## config.mk

```make
export PLATFORM = sky130hd
export DESIGN_NAME = subckt_vector_sequencer
export DESIGN_NICKNAME = d
export VERILOG_FILES = /design/src/rtl/subckt_seq_pkg.sv /design/src/rtl/seq_sat_counter.sv /design/src/rtl/subckt_vector_sequencer.sv
export SDC_FILE = /design/constraint.sdc
export NUM_CORES = 1
export LEC_CHECK = 0
export ABC_AREA = 1
export CAP_MARGIN = 25
export CELL_PAD_IN_SITES_DETAIL_PLACEMENT = 0
export CELL_PAD_IN_SITES_GLOBAL_PLACEMENT = 1
export CORE_ASPECT_RATIO = 0.6
export CORE_UTILIZATION = 36
export DETAILED_ROUTE_END_ITERATION = 6
export GPL_ROUTABILITY_DRIVEN = 0
export PLACE_DENSITY_LB_ADDON = 0.2
export RECOVER_POWER = 25
export SYNTH_ARGS = -nofsm -noshare
export SYNTH_HDL_FRONTEND = slang
export SYNTH_SLANG_ARGS = --single-unit
```

## constraint.sdc

```tcl
create_clock -name seq_clk -period 2.2 [get_ports seq_clk]
set_clock_uncertainty 0.15 [all_clocks]
set_input_delay 0.44 -clock seq_clk [delete_from_list [all_inputs] [get_ports seq_clk]]
set_output_delay 0.44 -clock seq_clk [all_outputs]
set_load 0.005 [all_outputs]
```

## src/rtl/subckt_seq_pkg.sv

```systemverilog
`default_nettype none
// ============================================================================
// Module   : subckt_seq_pkg
// Purpose  : Shared types and constants for the subcircuit vector sequencer.
// Revision : 1.0 - initial release
// ============================================================================
package subckt_seq_pkg;

  // Default width of the vector / mismatch / first-fail counters.
  localparam int C_CNT_W_DEF = 16;

  // "No mismatch seen yet" marker for first_fail at the default width.
  localparam logic [C_CNT_W_DEF-1:0] NO_FAIL = {C_CNT_W_DEF{1'b1}};

  // Sequencer run phases.
  typedef enum logic [2:0] {
    ST_IDLE  = 3'd0,
    ST_FLUSH = 3'd1,
    ST_READY = 3'd2,
    ST_HOLD  = 3'd3,
    ST_DONE  = 3'd4
  } seq_state_t;

endpackage : subckt_seq_pkg
`default_nettype wire

```

## src/rtl/seq_sat_counter.sv

```systemverilog
`default_nettype none
// ============================================================================
// Module   : seq_sat_counter
// Purpose  : Clearable up-counter that sticks at all-ones instead of wrapping.
//            Also exposes the value it will take at the next edge.
// Revision : 1.0 - initial release
// ============================================================================
module seq_sat_counter
  import subckt_seq_pkg::*;
#(
  parameter int CNT_W = C_CNT_W_DEF
) (
  input  logic             clk,
  input  logic             rst,
  input  logic             clr,
  input  logic             inc,
  output logic [CNT_W-1:0] cnt,
  output logic [CNT_W-1:0] cnt_nxt
);

  logic [CNT_W-1:0] r_cnt;
  logic [CNT_W-1:0] w_cnt_nxt;

  // Next value: clear wins over increment; increment stops at all-ones.
  always_comb begin
    w_cnt_nxt = r_cnt;
    if (clr) begin
      w_cnt_nxt = '0;
    end else if (inc && (r_cnt != {CNT_W{1'b1}})) begin
      w_cnt_nxt = r_cnt + 1'b1;
    end
  end

  // Counter register.
  always_ff @(posedge clk) begin
    if (rst) begin
      r_cnt <= '0;
    end else begin
      r_cnt <= w_cnt_nxt;
    end
  end

  assign cnt     = r_cnt;
  assign cnt_nxt = w_cnt_nxt;

endmodule : seq_sat_counter
`default_nettype wire

```

## src/rtl/subckt_vector_sequencer.sv

```systemverilog
`default_nettype none
// ============================================================================
// Module   : subckt_vector_sequencer
// Purpose  : Applies stimulus/expected pairs to a small gate-level DUT, holds
//            each stimulus LAT cycles, compares the response and keeps
//            mismatch statistics for trojan screening.
// Revision : 1.0 - initial release
// ============================================================================
module subckt_vector_sequencer
  import subckt_seq_pkg::*;
#(
  parameter int DIN_W      = 3,
  parameter int DOUT_W     = 1,
  parameter int LAT        = 2,
  parameter int FLUSH_CYC  = 2,
  parameter int CNT_W      = C_CNT_W_DEF,
  parameter int SUSPECT_TH = 1
) (
  input  logic              seq_clk,
  input  logic              seq_rst,
  input  logic              start,
  input  logic              abort,
  input  logic              vec_valid,
  output logic              vec_ready,
  input  logic [DIN_W-1:0]  vec_stim,
  input  logic [DOUT_W-1:0] vec_exp,
  input  logic              vec_last,
  output logic [DIN_W-1:0]  dut_in,
  output logic              dut_rst,
  input  logic [DOUT_W-1:0] dut_out,
  output logic              busy,
  output logic              done,
  output logic [CNT_W-1:0]  vec_cnt,
  output logic [CNT_W-1:0]  mis_cnt,
  output logic [CNT_W-1:0]  first_fail,
  output logic              suspect
);

  localparam int               C_FLUSH_W    = (FLUSH_CYC > 1) ? $clog2(FLUSH_CYC) : 1;
  localparam logic [C_FLUSH_W-1:0] C_FLUSH_LOAD = C_FLUSH_W'(FLUSH_CYC - 1);
  localparam logic [3:0]       C_LAT        = 4'(LAT);
  localparam logic [CNT_W-1:0] C_NO_FAIL    = {CNT_W{1'b1}};
  localparam logic [CNT_W-1:0] C_SUSPECT_TH = CNT_W'(SUSPECT_TH);

  seq_state_t             r_state;
  seq_state_t             w_state_nxt;
  logic [C_FLUSH_W-1:0]   r_flush_cnt;
  logic [3:0]             r_hold_cnt;
  logic [DOUT_W-1:0]      r_exp;
  logic                   r_last;
  logic [DIN_W-1:0]       r_dut_in;
  logic [CNT_W-1:0]       r_vec_cnt;
  logic [CNT_W-1:0]       r_first_fail;
  logic                   r_suspect;
  logic [CNT_W-1:0]       w_mis_cnt;
  logic [CNT_W-1:0]       w_mis_nxt;

  logic w_start;
  logic w_accept;
  logic w_sample;
  logic w_mismatch;

  // A start only counts from IDLE; abort never blocks it there.
  assign w_start    = (r_state == ST_IDLE) && start;
  // abort beats both accepting a new vector and sampling the current one.
  assign w_accept   = (r_state == ST_READY) && vec_valid && !abort;
  assign w_sample   = (r_state == ST_HOLD) && (r_hold_cnt == C_LAT) && !abort;
  assign w_mismatch = w_sample && (dut_out != r_exp);

  // State register.
  always_ff @(posedge seq_clk) begin
    if (seq_rst) begin
      r_state <= ST_IDLE;
    end else begin
      r_state <= w_state_nxt;
    end
  end

  // Next-state decode and state-derived outputs.
  always_comb begin
    w_state_nxt = r_state;
    vec_ready   = 1'b0;
    busy        = 1'b0;
    done        = 1'b0;
    dut_rst     = 1'b1;
    case (r_state)
      ST_IDLE: begin
        if (start) w_state_nxt = ST_FLUSH;
      end
      ST_FLUSH: begin
        busy = 1'b1;
        if (abort)                   w_state_nxt = ST_IDLE;
        else if (r_flush_cnt == '0)  w_state_nxt = ST_READY;
      end
      ST_READY: begin
        busy      = 1'b1;
        vec_ready = 1'b1;
        dut_rst   = 1'b0;
        if (abort)          w_state_nxt = ST_IDLE;
        else if (vec_valid) w_state_nxt = ST_HOLD;
      end
      ST_HOLD: begin
        busy    = 1'b1;
        dut_rst = 1'b0;
        if (abort)                    w_state_nxt = ST_IDLE;
        else if (r_hold_cnt == C_LAT) w_state_nxt = r_last ? ST_DONE : ST_READY;
      end
      ST_DONE: begin
        done        = 1'b1;
        w_state_nxt = ST_IDLE;
      end
      default: begin
        w_state_nxt = ST_IDLE;
      end
    endcase
  end

  // Flush timer: loaded on start, counts down through FLUSH.
  always_ff @(posedge seq_clk) begin
    if (seq_rst) begin
      r_flush_cnt <= '0;
    end else if (w_start) begin
      r_flush_cnt <= C_FLUSH_LOAD;
    end else if ((r_state == ST_FLUSH) && (r_flush_cnt != '0)) begin
      r_flush_cnt <= r_flush_cnt - 1'b1;
    end
  end

  // Vector capture and hold timer; stimulus is forced to zero whenever idle.
  always_ff @(posedge seq_clk) begin
    if (seq_rst) begin
      r_dut_in   <= '0;
      r_exp      <= '0;
      r_last     <= 1'b0;
      r_hold_cnt <= '0;
    end else begin
      if (w_state_nxt == ST_IDLE) begin
        r_dut_in <= '0;
      end else if (w_accept) begin
        r_dut_in <= vec_stim;
      end
      if (w_accept) begin
        r_exp      <= vec_exp;
        r_last     <= vec_last;
        r_hold_cnt <= '0;
      end else if (r_state == ST_HOLD) begin
        r_hold_cnt <= r_hold_cnt + 1'b1;
      end
    end
  end

  // Run statistics: cleared on start, updated at each sample edge.
  always_ff @(posedge seq_clk) begin
    if (seq_rst) begin
      r_vec_cnt    <= '0;
      r_first_fail <= C_NO_FAIL;
      r_suspect    <= 1'b0;
    end else if (w_start) begin
      r_vec_cnt    <= '0;
      r_first_fail <= C_NO_FAIL;
      r_suspect    <= 1'b0;
    end else if (w_sample) begin
      r_vec_cnt <= r_vec_cnt + 1'b1;
      // A wrapped index equal to all-ones cannot be told apart from "none".
      if (w_mismatch && (r_first_fail == C_NO_FAIL)) begin
        r_first_fail <= r_vec_cnt;
      end
      if (w_mismatch && (w_mis_nxt >= C_SUSPECT_TH)) begin
        r_suspect <= 1'b1;
      end
    end
  end

  seq_sat_counter #(
    .CNT_W (CNT_W)
  ) u_mis_cnt (
    .clk     (seq_clk),
    .rst     (seq_rst),
    .clr     (w_start),
    .inc     (w_mismatch),
    .cnt     (w_mis_cnt),
    .cnt_nxt (w_mis_nxt)
  );

  assign dut_in     = r_dut_in;
  assign vec_cnt    = r_vec_cnt;
  assign mis_cnt    = w_mis_cnt;
  assign first_fail = r_first_fail;
  assign suspect    = r_suspect;

endmodule : subckt_vector_sequencer
`default_nettype wire

```

Yosys cells after proc, flatten, opt, wreduce, memory -nomap -nowiden:

Cells that the tools add are included.

* memory bits (writable): 0
* input bits: 11
* output and inout bits: 56
* latch bits: 0
* memories kept: 0
* ROM bits: 0
* register bits: 62

* multiply operators: 0
* bitwise operators: 0
* add/subtract/negate cells: 4
* divide/modulo/power cells: 0
* equal/unequal tests: 8
* $lt $le $gt $ge: 1
* reduce and logical (&&, ||, !) cells: 21
* shift-type cells: 0
* muxes and demuxes: 17

Operators with widths (number)
* $add 16x1->16 const B: 2
* $mux 16: 2
* $mux 3: 8
* $eq 16x16->1 const B: 1
* $ge 16x1->1 const B: 1
* $ne 16x16->1 const B: 1
* $pmux 3 s4: 1
* $logic_and 1x1->1: 10
* $reduce_or 2->1: 4
* $eq 3x2->1 const B: 2
* $logic_not 3->1: 2
* $mux 1: 6
* $add 4x1->4 const B: 1
* $eq 4x2->1 const B: 1
* $reduce_and 2->1: 2
* $eq 3x1->1 const B: 1
* $eq 3x3->1 const B: 1
* $reduce_or 3->1: 1
* $reduce_bool 2->1: 1
* $logic_not 1->1: 1
* $ne 1x1->1: 1
* $sub 1x1->1 const B: 1

Depth between registers and ports, before layout:

* word-level depth: 10
* mapped depth: 16
* depth with buffers taken out: 15

Hierarchy:

From an unflattened synthesis, not the netlist that was laid out.

* cell total of the unflattened synthesis: 529
* area, all modules: 3390.8 µm²

By module, submodules not included
* subckt_vector_sequencer: area an instance 2259.7 µm², instances 1, cells each 332
* seq_sat_counter: area an instance 1131.1 µm², instances 1, cells each 197

Worst setup path after synthesis:

No wires, ideal clock.

* kind: register to register
* from: reg u_mis_cnt.r_cnt[0] (netlist: u_mis_cnt.cnt[0])
* to: reg r_suspect (netlist: suspect)
* arrival time: 1.792 ns
* slack: 0.135 ns
* path buffers: 1
* library setup time: 0.123 ns
* data required time: 1.927 ns
* stages on the path, launching flop included: 16
* cell sequence: dfxtp_1 ha_1 nand2_2 nor2_4 nand2_2 nor2_4 inv_2 nand2_4 buf_6 nand2_1 nand3_1 nand2_1 nor2_1 nand2_1 o21ai_1 a21oi_1

* word-level cells in the longest chain between the ends: 7

RTL lines
* start, declared: line seq_sat_counter.sv:21 `logic [CNT_W-1:0] r_cnt;`
* start signal, assigned: line seq_sat_counter.sv:39 `r_cnt <= w_cnt_nxt;`
* parallel branches: the longest is 2 deep, another holds $add 16x1->16
* $mux 16 *: line seq_sat_counter.sv:29 `end else if (inc && (r_cnt != {CNT_W{1'b1}})) begin`
* $mux 16 *: line seq_sat_counter.sv:27 `if (clr) begin`
* $ge 16x1->1 *: line subckt_vector_sequencer.sv:168 `if (w_mismatch && (w_mis_nxt >= C_SUSPECT_TH)) begin`
* $logic_and 1x1->1 *: line subckt_vector_sequencer.sv:168
* $reduce_and 2->1 (no source line) *
* end signal, assigned: line subckt_vector_sequencer.sv:157 `r_suspect <= 1'b0;`
* end signal, assigned: line subckt_vector_sequencer.sv:161 `r_suspect <= 1'b0;`
* end signal, assigned: line subckt_vector_sequencer.sv:169 `r_suspect <= 1'b1;`
* end, declared: line subckt_vector_sequencer.sv:54 `logic r_suspect;`

Mark *: on every way between the ends.
A chain may end at the register's enable or synchronous reset.

Final worst setup path:

* from: reg u_mis_cnt.r_cnt[1] (netlist: u_mis_cnt.cnt[1])
* to: reg r_suspect (netlist: suspect)

Same word-level chain as after synthesis.

==> metrics.yaml <==
outcome:
  outcome: "finished, final reports clean"
routing:
  num_vias: 3320
  routed_wl_um: 9160
  first_pass_iters: 4
  wl_per_cell_um: 13.1
  postRouteAntennaNets: 0
  drt_iter0_markers: 259
  routed_via_density: 4.74
  drt_drc_violations_left: 0
setup_path:
  cpPeakStageDelay_ps: 350
  path_delay_family: "simple AND/OR/NAND/NOR gates"
  critPathMostFrequentCell: "nand2_1"
  crit_required_ps: 2240
  crit_path_end_kind: "flop"
  crit_type: "reg2reg"
  cp_max_fo: 11
  cp-start-kind: "flop"
  crit_buf_inv: 2
  crit_arrival_ps: 2190
  path_cells: "ha_4, nand2_2, nor2_4, nand2_2, nor2_4, inv_2, nand2_4, buf_4, nand2_1, nand3_1, nand2_1, nor2_2, nand2_1, o21ai_1, a21oi_1"
  slowest_stage: "dfxtp_2"
layout:
  nFillCells: 742
  stdcell_count: 700
  multiInputGateArea_sq_um: 1690
  finalNetCount: 602
  diodes: 0
  fin_util_pct: 58.9
  syn_to_final_growth_pct: 53.9
  drive_gt1_share_pct: 19.8
  seq_area_sq_um: 1250
cts:
  cts_num_sinks: 62
  cts_hold_repair.buffers: 0
  clock_latency_ps: 330
  clk_pin_slew_ps: 50
  cts_tree: "done"
  clk_path_buf_depth: 2
  cts_made_buffers: 9
  htreeDepth: 3
  root_buffer: "clkbuf_16"
grt:
  grt_antenna_before_repair: 0
  grt_max_degree: 31
  grt_overflow_total: 0
  grt_pass1_vias: 2929
  grt_pass1_wl_um: 14700
  grt_usage_pct: 21.5
yosys:
  synthAdderAreaFrac_pct: 1.61
  synth_xor_area_share_pct: 2.83
  synth_top_family_by_area: "simple AND/OR/NAND/NOR gates"
  syn_inst: 456
  synth-warning-count: 0
  synth_compound_area_share_pct: 10.1
  synth-async-reset-ratio_pct: 0
  synthSimpleGateAreaFrac_pct: 37.3
  synth.cell_area_sq_um: 3100
  synth_seq_cells: 62
  yosys_most_used_dff: "dfxtp_1"
  ys_seq_area_share_pct: 40.0
  synth.mux.area_fraction_pct: 0
  syn-num-nets: 471
  yosys.cell_types.count: 29
  syn_avg_cell_area_sq_um: 6.80
  synth-edff-count: 0
power:
  powerDensity_nw_per_um2: 576
  p_leak_nw: 2.08
  vdd_drop_max_uv: 401
  finalPower_mw: 2.75
placed_design:
  portBuffers: 66
  dpl.cell_count: 680
  dp_hpwl_um: 6830
die:
  rows: 25
  die_x_um: 122
  dieArea_sq_um: 9000
  start_util_pct: 38.3
  ioPinCount: 67
  die_height_um: 73.9
  core_sq_um: 8100
timing:
  hold-worst-slack_ps: 308
  tightestPinTransition_ps: 369
  min_period_over_period_pct: 97.3
  rsz0062_at_grt: "yes"
  max_slew_margin_pct: 75.4
  hold_viol: 0
  drv_slew: 0
  setup_tns_ps: 0
  fmax_mhz: 467
  fin_crit_ps: 2140
  setup_viol: 0
run:
  max-cap-violations: 0
hold_path:
  hp-class: "reg2reg"
state kept, by name (all words and copies together), names as in the netlist:
name           count
r_exp              1
u_mis_cnt.cnt     16
suspect            1
r_state            3
dut_in             3
first_fail        16
r_last             1
vec_cnt           16
r_flush_cnt        1
r_hold_cnt         4
report_power, final:
part	switching, mW	leakage [nW]	total [mW]	internal [mW]
clock network	0.510	0.152	1.50	0.989
logic	0.0647	1.42	0.113	0.0482
registers	0.00661	0.503	1.14	1.13
cells in the mapped netlist, types with 2 or more instances:
cell,number,area (sq um)
nand2_1,140,526
dfxtp_1,62,1240
nor2_1,56,210
inv_1,51,191
nand3_1,25,125
a21oi_1,19,95.1
o21ai_0,17,85.1
nand4_1,13,81.3
o211ai_1,13,97.6
nor3_1,11,55.1
clkbuf_1,8,30.0
xor2_1,7,61.3
nor2_4,6,67.6
ha_1,4,50.1
nand2_2,3,18.8
xnor2_1,3,26.3
a31oi_1,2,12.5
buf_6,2,22.5
inv_2,2,7.51
nor3b_1,2,15.0
or2_2,2,12.5
worst paths after layout:
check | start | endpoint | slack, ps | depth (start not counted)
worst max-delay path | u_mis_cnt.cnt[1]$_SDFF_PP0_ | suspect$_SDFFE_PP0P_ | 60 | 15
worst min-delay path | dut_in[1]$_SDFFE_PP0P_ | dut_in[1]$_SDFFE_PP0P_ | 310 | 2
worst max register to register | u_mis_cnt.cnt[1]$_SDFF_PP0_ | suspect$_SDFFE_PP0P_ | 60 | 15
worst min register to register | dut_in[1]$_SDFFE_PP0P_ | dut_in[1]$_SDFFE_PP0P_ | 310 | 2
logic make-up after synthesis:
| family | Yosys count |
|---|---|
| and+or+nand+nor | 263 |
| buffers and inverters | 63 |
| DFF | 62 |
| AOI/OAI and AO/OA | 54 |
| xor gates and xnor gates | 10 |
| adders and majority gates | 4 |
through the flow:
stage                     area, sq um  worst slack [ps]
final                            4770              59.2
after global routing             4770              -101
after CTS                        4660              4.92
after detailed placement         4330              -352
after global placement           4330              -339
after floorplan                  3100               135
tightest hold or removal path: cells and delay by family, from the launching register on:
family | cells | cell delay [ps]
AND/OR/NAND/NOR | 1 | 60
AO/OA/AOI/OAI | 1 | 50
flip-flops | 1 | 300
routing by layer:
metal  part of all wire, %  vias up  global-route usage [%]
met3                   5.6        5                    5.98
met4                  0.53        0                    5.76
met1                    55     1493                    33.2
li1                      -     1743                       -
met5                     0        -                       0
met2                    39       79                    28.2
area by class of cell:
type | instances | area share [%]
Clock buffer | 10 | 4.80
Inverter | 53 | 4.17
Tap cell | 108 | 2.83
Clock inverter | 6 | 1.81
Timing Repair Buffer | 130 | 24.7
Sequential cell | 62 | 26.2
Multi-Input combinational cell | 331 | 35.5
placed cells by master, fill, tap and decap left out, drive strengths merged, types with 2 or more instances in the layout:
cell type,netlist,routed
a21oi,19,19
a31oi,2,2
buf,2,64
bufinv,0,2
clkbuf,8,10
clkdlybuf4s50,0,64
clkinv,0,3
dfxtp,62,62
ha,4,4
inv,53,53
nand2,144,144
nand3,26,26
nand4,13,13
nor2,62,62
nor3,12,12
nor3b,2,2
o211ai,13,13
o21ai,18,18
or2,2,2
xnor2,3,3
xor2,7,7
repair_timing:
action / CTS / global route
resized for setup: 6 / 24
setup endpoints to repair: 5 / 10
buffers inserted: 0 / 5
gates cloned: 0 / 0
pin swaps: 0 / 16
endpoints found under the hold margin: 0 / 0
No activity file was read; power rests on OpenSTA's default activity.
==> patch: new RTL, config.mk and constraints unchanged <==
`C_CNT_W_DEF`: 16 -> 20.
--- a/src/rtl/subckt_seq_pkg.sv
+++ b/src/rtl/subckt_seq_pkg.sv
@@ -8,5 +8,5 @@
 
   // Default width of the vector / mismatch / first-fail counters.
-  localparam int C_CNT_W_DEF = 16;
+  localparam int C_CNT_W_DEF = 20;
 
   // "No mismatch seen yet" marker for first_fail at the default width.
Interface: changed (resized first_fail, mis_cnt and vec_cnt); port bits go from 67 to 79. The function was not compared with the original's and may differ.
==> patch against the original RTL <==
Clock power rose by 14%. Area after synthesis up 24%. Combinational power up 25%. Worst setup slack got worse by 53 ps. Sequential share of layout area down 2.2 points. Power is 16% higher. Cell area is 30% higher. Sequential cell count rose by 12. Wire length up 44%. Critical endpoint is now dut_rst. Largest cell class unchanged.
==> patch: results (changes against the original RTL) <==
status=finished, final reports clean (unchanged); largest cells by area after synthesis=dfxtp_1 39%, nand2_1 16%, nor2_1 6.9% (was dfxtp_1 40%, nand2_1 17%, nor2_1 6.8%); # H-tree levels=3 (unchanged); TritonCTS buffer count=9 (unchanged); async set-reset flop share out of synthesis=0 (unchanged); Hold Path Class=reg2reg (unchanged); Vias/cell=4.96 (was 4.74); Synth top cells by count=164 x nand2_1, 74 x dfxtp_1, 71 x nor2_1 (was 140 x nand2_1, 62 x dfxtp_1, 56 x nor2_1); leakage power=0.00273 uW (was 0.00208 uW); clk root buf=clkbuf_16 (unchanged); overflow left after global routing=0 (unchanged); Worst EP arrival=1600 ps (was 2190 ps); worst rel slew slack=0.613 (was 0.754); IO buf count=78 (was 66); Worst Path Max Fanout=4 (was 11); layout cells sized above 1=0.257 (was 0.198); WL final=13200 um (was 9160 um); nets=769 (was 602); maximum VDD drop=392 uV (was 401 uV); Diodes inserted=0 (unchanged); dpl hpwl=9830 um (was 6830 um); first-pass GRT wire length=19800 um (was 14700 um); 1st-iter DRT viols=277 (was 259); pin count of the biggest net entering global routing=36 (was 31); Yosys warnings=0 (unchanged); unique cell type count in the Yosys netlist=39 (was 29); Seq/Total Area, Yosys=0.386 (was 0.400); initial antenna violation count=0 (unchanged); Synth Net Count=575 (was 471); Placed Area=0.00557 mm2 (was 0.00433 mm2); Clock transition at path regs=about 60 ps; total iterations of the first detailed-routing run=5 (was 4); vias in the first global route=3897 (was 2929); total track usage=0.235 (was 0.215); Max Buffers Root-to-Sink=2 (unchanged); worst skew pair latency=approximately 340 ps
## patch: cell count changes after synthesis, moves of 5 or more
cell,change
inv_1,+6
nor2_1,+15
dfxtp_1,+12
a21oi_1,+5
nand3_1,+11
nand2_1,+24
## patch: power breakdown
| group | total, uW | switching (uW) | leakage (uW) | internal (uW) |
|---|---|---|---|---|
| clock | 1710 | 594 | 0.000167 | 1110 |
| sequential | 1350 | 4.07 | 0.000601 | 1340 |
| combinational | 141 | 81.1 | 0.00196 | 60.0 |
## patch: worst max-delay path: stages, from the launching register on
cell,delay (ps)
dfxtp_1,370
clkbuf_1,180
inv_1,100
nor2_4,100
inv_1,80
clkdlybuf4s50_1,440
## patch: final timing paths
| check | depth (start not counted) | from | end | slack (ps) |
|---|---|---|---|---|
| setup / recovery | 5 | r_state[1] | dut_rst | 7 |
| hold / removal | 2 | suspect | suspect | 310 |
| setup reg to reg | 15 | u_mis_cnt.cnt[11] | suspect | 20 |
| hold reg to reg | 2 | suspect | suspect | 310 |
## patch: repair_timing
action | 4_1_cts | 5_1_grt
buffers inserted | 3 | 3
gates resized for setup | 25 | 38
endpoints found under the setup margin | 5 | 33
cloned | 0 | 3
pin swaps | 10 | 9
hold buffers | 0 | 0
endpoints found under the hold margin | 0 | 0
## patch: cell type report
type / count / area [um2]
fill: 905 / 3900
multi-input combinational: 409 / 2230
timing repair buffer: 195 / 1750
sequential: 74 / 1490
inverter: 65 / 244
clock buffer: 10 / 229
tap: 135 / 169
clock inverter: 6 / 113
## patch: layer usage
metal | track usage | share of wire | vias up
li1 | - | - | 2209
met4 | 0.0303 | 0.0047 | 0
met3 | 0.0599 | 0.079 | 9
met5 | 0 | 0 | -
met1 | 0.364 | 0.52 | 2060
met2 | 0.323 | 0.40 | 160
## patch: logic make-up after synthesis
group	synth area share
compound gates	0.106
xor+xnor	0.0297
fa+ha+maj	0.0130
flops	0.386
buf+inv	0.0785
simple gates	0.387
## patch: through the flow
step	hold slack [ps]	worst slack (ps)	instances	power, uW
after global routing	336	-138	894	3280
after CTS	301	-56.1	888	3210
after detailed placement	292	-494	869	1520
final	306	6.65	894	3200
after global placement	292	-446	869	1520
after floorplan	297	104	560	1440
